--- config.mk ---
export PLATFORM = sky130hd
export DESIGN_NAME = ifetch_unit_flat
export DESIGN_NICKNAME = d
export VERILOG_FILES = /design/src/rtl/ifetch_pkg.sv /design/src/rtl/ifetch_if.sv /design/src/rtl/ifetch_pc_sel.sv /design/src/rtl/ifetch_unit.sv /design/src/flat_wrapper.sv
export SDC_FILE = /design/constraint.sdc
export NUM_CORES = 1
export LEC_CHECK = 0
export CORE_ASPECT_RATIO = 0.6
export CORE_MARGIN = 3
export CORE_UTILIZATION = 57
export CTS_CLUSTER_SIZE = 16
export DETAILED_ROUTE_END_ITERATION = 8
export DONT_BUFFER_PORTS = 1
export PLACE_DENSITY_LB_ADDON = 0.12
export RECOVER_POWER = 50
export SKIP_CTS_REPAIR_TIMING = 1
export SLEW_MARGIN = 20
export SYNTH_ARGS = -nofsm -noshare
export SYNTH_HDL_FRONTEND = slang
export SYNTH_SLANG_ARGS = --single-unit
--- constraint.sdc ---
create_clock -name CLK -period 2.2 [get_ports CLK]
set_clock_uncertainty 0.1 [all_clocks]
set_input_delay 0.33 -clock CLK [delete_from_list [all_inputs] [get_ports CLK]]
set_output_delay 0.33 -clock CLK [all_outputs]
set_load 0.02 [all_outputs]
--- src/rtl/ifetch_pkg.sv ---
// ============================================================================
// Module      : ifetch_pkg
// Description : Shared types and constants for the instruction-fetch stage.
// Revision    : 1.0 - initial release
// ============================================================================
`default_nettype none

package ifetch_pkg;

    typedef enum logic [1:0] {
        BOOT = 2'd0,
        RUN  = 2'd1,
        HALT = 2'd2
    } fetch_state_t;

    localparam logic [31:0] c_PC_INC = 32'd4;
    localparam logic [31:0] c_NOP    = 32'h0000_0000;

    function automatic logic [31:0] word_align(input logic [31:0] addr);
        return addr & ~32'h0000_0003;
    endfunction

endpackage

`default_nettype wire

--- src/rtl/ifetch_if.sv ---
// ============================================================================
// Module      : ifetch_if
// Description : Instruction SRAM port bundle (fetch unit master, SRAM slave).
// Revision    : 1.0 - initial release
// ============================================================================
`default_nettype none

interface ifetch_if #(
    parameter int AW = 10
);
    logic          IMEM_CSN;
    logic          IMEM_WEN;
    logic [AW-1:0] IMEM_A;
    logic [31:0]   IMEM_DI;
    logic [31:0]   IMEM_DOUT;

    modport master (
        output IMEM_CSN,
        output IMEM_WEN,
        output IMEM_A,
        output IMEM_DI,
        input  IMEM_DOUT
    );

    modport slave (
        input  IMEM_CSN,
        input  IMEM_WEN,
        input  IMEM_A,
        input  IMEM_DI,
        output IMEM_DOUT
    );
endinterface

`default_nettype wire

--- src/rtl/ifetch_pc_sel.sv ---
// ============================================================================
// Module      : ifetch_pc_sel
// Description : Next-PC mux, priority reset > redirect > halt > stall > +4.
// Revision    : 1.0 - initial release
// ============================================================================
`default_nettype none

module ifetch_pc_sel
    import ifetch_pkg::*;
#(
    parameter logic [31:0] RESET_PC = 32'h0000_0000
) (
    input  wire logic        RSTN,
    input  wire logic        REDIRECT_I,
    input  wire logic [31:0] REDIRECT_PC_I,
    input  wire logic        HOLD_I,
    input  wire logic        STALL_I,
    input  wire logic [31:0] PC_Q,
    output logic      [31:0] PC_D
);

    always_comb begin
        PC_D = PC_Q;
        if (!RSTN) begin
            PC_D = RESET_PC;
        end else if (REDIRECT_I) begin
            PC_D = word_align(REDIRECT_PC_I);
        end else if (HOLD_I || STALL_I) begin
            PC_D = PC_Q;
        end else begin
            PC_D = PC_Q + c_PC_INC;
        end
    end

endmodule

`default_nettype wire

--- src/rtl/ifetch_unit.sv ---
// ============================================================================
// Module      : ifetch_unit
// Description : Fetch stage: owns the PC, drives the instruction SRAM and
//               presents {PC, instruction, valid} to decode.
//               Optional perf counters under `IFETCH_PERF_EN.
// Revision    : 1.0 - initial release
// ============================================================================
`default_nettype none

module ifetch_unit
    import ifetch_pkg::*;
#(
    parameter int          AW       = 10,
    parameter logic [31:0] RESET_PC = 32'h0000_0000
) (
    input  wire logic        CLK,
    input  wire logic        RSTN,
    input  wire logic        STALL_I,
    input  wire logic        REDIRECT_I,
    input  wire logic [31:0] REDIRECT_PC_I,
    input  wire logic        HALT_I,
    ifetch_if.master         IMEM,
    output logic      [31:0] IF_PC_O,
    output logic      [31:0] IF_INST_O,
    output logic             IF_VALID_O,
    output logic      [31:0] PC_O
`ifdef IFETCH_PERF_EN
    ,
    output logic      [31:0] PERF_FETCH_O,
    output logic      [31:0] PERF_BUBBLE_O
`endif
);

    fetch_state_t r_state;
    fetch_state_t w_state_d;
    logic [31:0]  r_pc;
    logic [31:0]  w_pc_d;
    logic [31:0]  r_req_pc;
    logic         r_req_vld;
    logic         w_req_vld_d;
    logic         w_issue;
    logic         w_hold;

    always_ff @(posedge CLK) begin
        if (!RSTN) begin
            r_state <= BOOT;
        end else begin
            r_state <= w_state_d;
        end
    end

    always_comb begin
        w_state_d   = r_state;
        w_req_vld_d = r_req_vld;
        w_issue     = 1'b0;
        if (REDIRECT_I) begin
            w_state_d   = RUN;
            w_req_vld_d = 1'b0;
        end else begin
            case (r_state)
                BOOT: begin
                    w_state_d   = RUN;
                    w_req_vld_d = 1'b0;
                end
                RUN: begin
                    if (HALT_I) begin
                        w_state_d   = HALT;
                        w_req_vld_d = 1'b0;
                    end else if (!STALL_I) begin
                        w_req_vld_d = 1'b1;
                        w_issue     = 1'b1;
                    end
                end
                HALT: begin
                    w_req_vld_d = 1'b0;
                end
                default: begin
                    w_state_d   = BOOT;
                    w_req_vld_d = 1'b0;
                end
            endcase
        end
    end

    // Halt in RUN freezes the PC the same way BOOT and HALT do.
    assign w_hold = (r_state != RUN) || HALT_I;

    ifetch_pc_sel #(
        .RESET_PC (RESET_PC)
    ) u_pc_sel (
        .RSTN          (RSTN),
        .REDIRECT_I    (REDIRECT_I),
        .REDIRECT_PC_I (REDIRECT_PC_I),
        .HOLD_I        (w_hold),
        .STALL_I       (STALL_I),
        .PC_Q          (r_pc),
        .PC_D          (w_pc_d)
    );

    always_ff @(posedge CLK) begin
        if (!RSTN) begin
            r_pc      <= RESET_PC;
            r_req_pc  <= 32'h0;
            r_req_vld <= 1'b0;
        end else begin
            r_pc      <= w_pc_d;
            r_req_vld <= w_req_vld_d;
            if (w_issue) begin
                r_req_pc <= r_pc;
            end
        end
    end

    // Chip select is deasserted whenever no new word is wanted so the SRAM holds its output.
    assign IMEM.IMEM_CSN = ~w_issue;
    assign IMEM.IMEM_WEN = 1'b1;
    assign IMEM.IMEM_A   = r_pc[AW+1:2];
    assign IMEM.IMEM_DI  = 32'h0;

    assign IF_PC_O    = r_req_pc;
    assign IF_INST_O  = IMEM.IMEM_DOUT;
    assign IF_VALID_O = r_req_vld;
    assign PC_O       = r_pc;

`ifdef IFETCH_PERF_EN
    logic [31:0] r_perf_fetch;
    logic [31:0] r_perf_bubble;

    always_ff @(posedge CLK) begin
        if (!RSTN) begin
            r_perf_fetch  <= 32'h0;
            r_perf_bubble <= 32'h0;
        end else begin
            if (r_req_vld && !STALL_I) begin
                r_perf_fetch <= r_perf_fetch + 32'd1;
            end
            if ((r_state == RUN) && !r_req_vld) begin
                r_perf_bubble <= r_perf_bubble + 32'd1;
            end
        end
    end

    assign PERF_FETCH_O  = r_perf_fetch;
    assign PERF_BUBBLE_O = r_perf_bubble;
`endif

endmodule

`default_nettype wire

--- src/flat_wrapper.sv ---
// flat-port wrapper written by rule: the top's interface ports become plain ports
module ifetch_unit_flat import ifetch_pkg::*;
#(
    parameter int          AW       = 10,
    parameter logic [31:0] RESET_PC = 32'h0000_0000
)
  (CLK, RSTN, STALL_I, REDIRECT_I, REDIRECT_PC_I, HALT_I, IF_PC_O, IF_INST_O, IF_VALID_O, PC_O, IMEM_IMEM_CSN, IMEM_IMEM_WEN, IMEM_IMEM_A, IMEM_IMEM_DI, IMEM_IMEM_DOUT);
  ifetch_if #(.AW(AW)) IMEM_i ();
  input  wire logic CLK;
  input  wire logic RSTN;
  input  wire logic STALL_I;
  input  wire logic REDIRECT_I;
  input  wire logic [31:0] REDIRECT_PC_I;
  input  wire logic HALT_I;
  output logic      [31:0] IF_PC_O;
  output logic      [31:0] IF_INST_O;
  output logic IF_VALID_O;
  output logic      [31:0] PC_O;
  output wire logic [$bits(IMEM_i.IMEM_CSN)-1:0] IMEM_IMEM_CSN;
  output wire logic [$bits(IMEM_i.IMEM_WEN)-1:0] IMEM_IMEM_WEN;
  output wire logic [$bits(IMEM_i.IMEM_A)-1:0] IMEM_IMEM_A;
  output wire logic [$bits(IMEM_i.IMEM_DI)-1:0] IMEM_IMEM_DI;
  input wire logic [$bits(IMEM_i.IMEM_DOUT)-1:0] IMEM_IMEM_DOUT;
  assign IMEM_IMEM_CSN = IMEM_i.IMEM_CSN;
  assign IMEM_IMEM_WEN = IMEM_i.IMEM_WEN;
  assign IMEM_IMEM_A = IMEM_i.IMEM_A;
  assign IMEM_IMEM_DI = IMEM_i.IMEM_DI;
  assign IMEM_i.IMEM_DOUT = IMEM_IMEM_DOUT;
  ifetch_unit #(.AW(AW), .RESET_PC(RESET_PC)) u_core (.CLK(CLK), .RSTN(RSTN), .STALL_I(STALL_I), .REDIRECT_I(REDIRECT_I), .REDIRECT_PC_I(REDIRECT_PC_I), .HALT_I(HALT_I), .IMEM(IMEM_i), .IF_PC_O(IF_PC_O), .IF_INST_O(IF_INST_O), .IF_VALID_O(IF_VALID_O), .PC_O(PC_O));
endmodule
==> out/metrics.yaml <==
run_status: "finished, final reports clean"
num_vias: 3038
timing_hold_violations_final: 0
grt_antenna_before_repair: 0
worstReg2RegStart: "u_core.r_state[1]"
synth.top_cells.by_area: "sky130_fd_sc_hd__dfxtp_1 (35%), sky130_fd_sc_hd__buf_4 (16%), sky130_fd_sc_hd__nand2_1 (8.0%)"
die_footprint_sq_um: 7400
max-cap-violations: 0
wl_per_cell_um: 18.0
route.antenna.remaining_nets: 0
vias_per_cell: 5.76
final_nets: 512
detailedRoute.firstIterationViolations: 284
dpl.hpwl_um: 6840
slew_headroom_pct: 59.5
synthFlopType: "sky130_fd_sc_hd__dfxtp_1"
cts_buffer_depth: 2
maximum_clock_frequency_ghz: 0.471
synth-edff-count: 0
start_util_pct: 62.0
timing.final.crit_period_ns: 2.12
timing_worst_slew_pin_value_ns: 0.607
hold-path-cell-count: 1
cp-end-kind: "primary output"
row_count: 21
layout.core_utilization_pct: 63.2
core_area_sq_um: 5860
worst-setup-path-type: "register to primary output"
global_route_wire_length_before_repair_um: 14300
grt_setup_unrepaired: "false"
syn-mean-instance-area_sq_um: 7.90
worst_hold_class: "input pin to register"
yosys_warnings: 0
floorplan.io_pins: 210
critical-path-max-stage-delay_ns: 0.50
cts_tree: "done"
route.final.wire_length_um: 9460
port_buffers: 0
detail_route.drc_violations: 0
number_of_global_route_vias_before_repair: 2753
postLayoutCellArea_sq_um: 3700
placedInstanceArea_sq_um: 3500
setup.worst_path.start_class: "register"
post-synth-top-area-fraction_pct: 34.7
yosysSeqAreaShare_pct: 34.7
post_route_cells_drive_above_1_share_pct: 12.8
post_layout_nonfiller_instances: 527
top_count_cell_post_synth: "sky130_fd_sc_hd__buf_4"
final_hold_slack_ns: 0.0271
fin_max_slew_vios: 0
synth.cells.most_frequent: "sky130_fd_sc_hd__buf_4 (79), sky130_fd_sc_hd__nand2_1 (77), sky130_fd_sc_hd__dfxtp_1 (63)"
crit_fanout: 31
areaGrowthSynthToFinish_pct: 1.96
ys_ff_latch: 63
power_mw: 2.72
fillers: 535
synth.lib_cells_used.distinct: 45
clk_latency_ns: 0.34
reg2reg_to: "u_core.PC_O[20]"
grt.total_usage_pct: 25.1
clk_pin_slew_ns: 0.07
worstPathArrival_ns: 1.69
leakage_nw: 1.30
gpl.final_weighted_congestion: 0.892
floorplan.die.height_um: 67.8
highest_delay_cell_along_the_critical_path: "sky130_fd_sc_hd__or4b_4"
endpoint: "IMEM_IMEM_CSN"
finalSetupViolations: 0
cts_max_level: 3
diodes: 0
cts.root.buffer_cell: "sky130_fd_sc_hd__clkbuf_8"
cts_made_buffers: 9
finalCritPeriodShare_pct: 96.5
postSynthCellCount: 460
synth_top_cell_by_area: "sky130_fd_sc_hd__dfxtp_1"
timing.reg2reg.worst_path_depth: 4
cp-startpoint: "u_core.r_state[1]"
critPathRequiredTime_ns: 1.77
async_flop_share_pct: 0
clock-sinks: 63
synth.cell_area_sq_um: 3630
p_per_area_nw_per_um2: 735
timing.critical_path.cells: "or4b_4, buf_4, nor2_4, inv_1, buf_12"
firstDrtPassIters: 4
setup.reg_to_reg.worst_slack_ns: 0.10
globalRouteOverflowTotal: 0
die_width_um: 109
worst_ir_drop_vdd_mv: 0.379
dpl.cell_count: 511
grt_start_max_net_pins: 66
-- how the worst min path moves through the flow --
| stage | startpoint | end |
|---|---|---|
| 2_1_floorplan | u_core.r_state[0] | u_core.IF_VALID_O |
| 3_3_place_gp | RSTN | u_core.r_state[0] |
| 3_5_place_dp | RSTN | u_core.r_state[0] |
| 4_1_cts | RSTN | u_core.r_state[0] |
| 5_1_grt | RSTN | u_core.r_state[0] |
| 6_report | RSTN | u_core.r_state[0] |
-- power breakdown --
part / leakage, nW / internal [mW] / switching, mW
Sequential: 0.516 / 1.19 / 0.0447
Clock: 0.102 / 0.639 / 0.476
Combinational: 0.685 / 0.108 / 0.266
Total: 1.30 / 1.94 / 0.786
-- routing by layer --
metal	track usage, %	up-vias	routed length, um
met5	0	-	0
met4	10.6	0	218
met3	10.4	25	1080
met2	34.8	147	4010
met1	34.3	1404	4150
li1	-	1462	-
-- area by class of cell --
cell class / count / area, sq um / share of cell area, %
Tap cell: 80 / 100 / 2.70
Sequential cell: 63 / 1260 / 34.1
Clock inverter: 7 / 96.3 / 2.60
Timing Repair Buffer: 44 / 302 / 8.14
Multi-Input combinational cell: 320 / 1810 / 48.7
Clock buffer: 9 / 124 / 3.34
Inverter: 4 / 15.0 / 0.405
-- per-stage QoR --
stage | setup slack [ns] | TNS [ns]
floorplan | -0.0285 | -0.0285
global placement | 0.0540 | 0
detailed placement | 0.0391 | 0
CTS | -0.0197 | -0.0197
global route | 0.0173 | 0
finish | 0.0765 | 0
-- flip-flops by register name, summed over array words and instances (netlist names) --
name / cells
u_core.PC_O: 30
u_core.r_state: 2
u_core.IF_VALID_O: 1
u_core.IF_PC_O: 30
-- cells by family after synthesis --
kind of cell	synth area share (%)
flops	34.7
xor+xnor	2.65
fa+ha+maj	0.344
compound gates	17.5
simple gates	24.6
other cells	0.207
buf+inv	20.0
-- placed cells by master (no fill, tap or decap), drive strengths merged, types with 5 or more instances in the layout --
| cell type | count |
|---|---|
| a21boi | 30 |
| dfxtp | 63 |
| o21ai | 29 |
| a211oi | 5 |
| a21oi | 11 |
| nand3 | 17 |
| buf | 33 |
| nor3b | 5 |
| nor3 | 6 |
| a31oi | 7 |
| xor2 | 6 |
| or4 | 7 |
| nor2 | 9 |
| inv | 5 |
| nor4 | 9 |
| clkbuf | 20 |
| and4 | 6 |
| xnor2 | 5 |
| conb | 37 |
| or3 | 6 |
| nand2 | 77 |
| nand4 | 15 |
-- critical path: cells and delay by family (launching register included) --
kind	cells	cell delay [ns]
buffers and inverters	3	0.41
flip-flops	1	0.32
AND/OR/NAND/NOR	2	0.59
(Power assumes the default switching activity.)
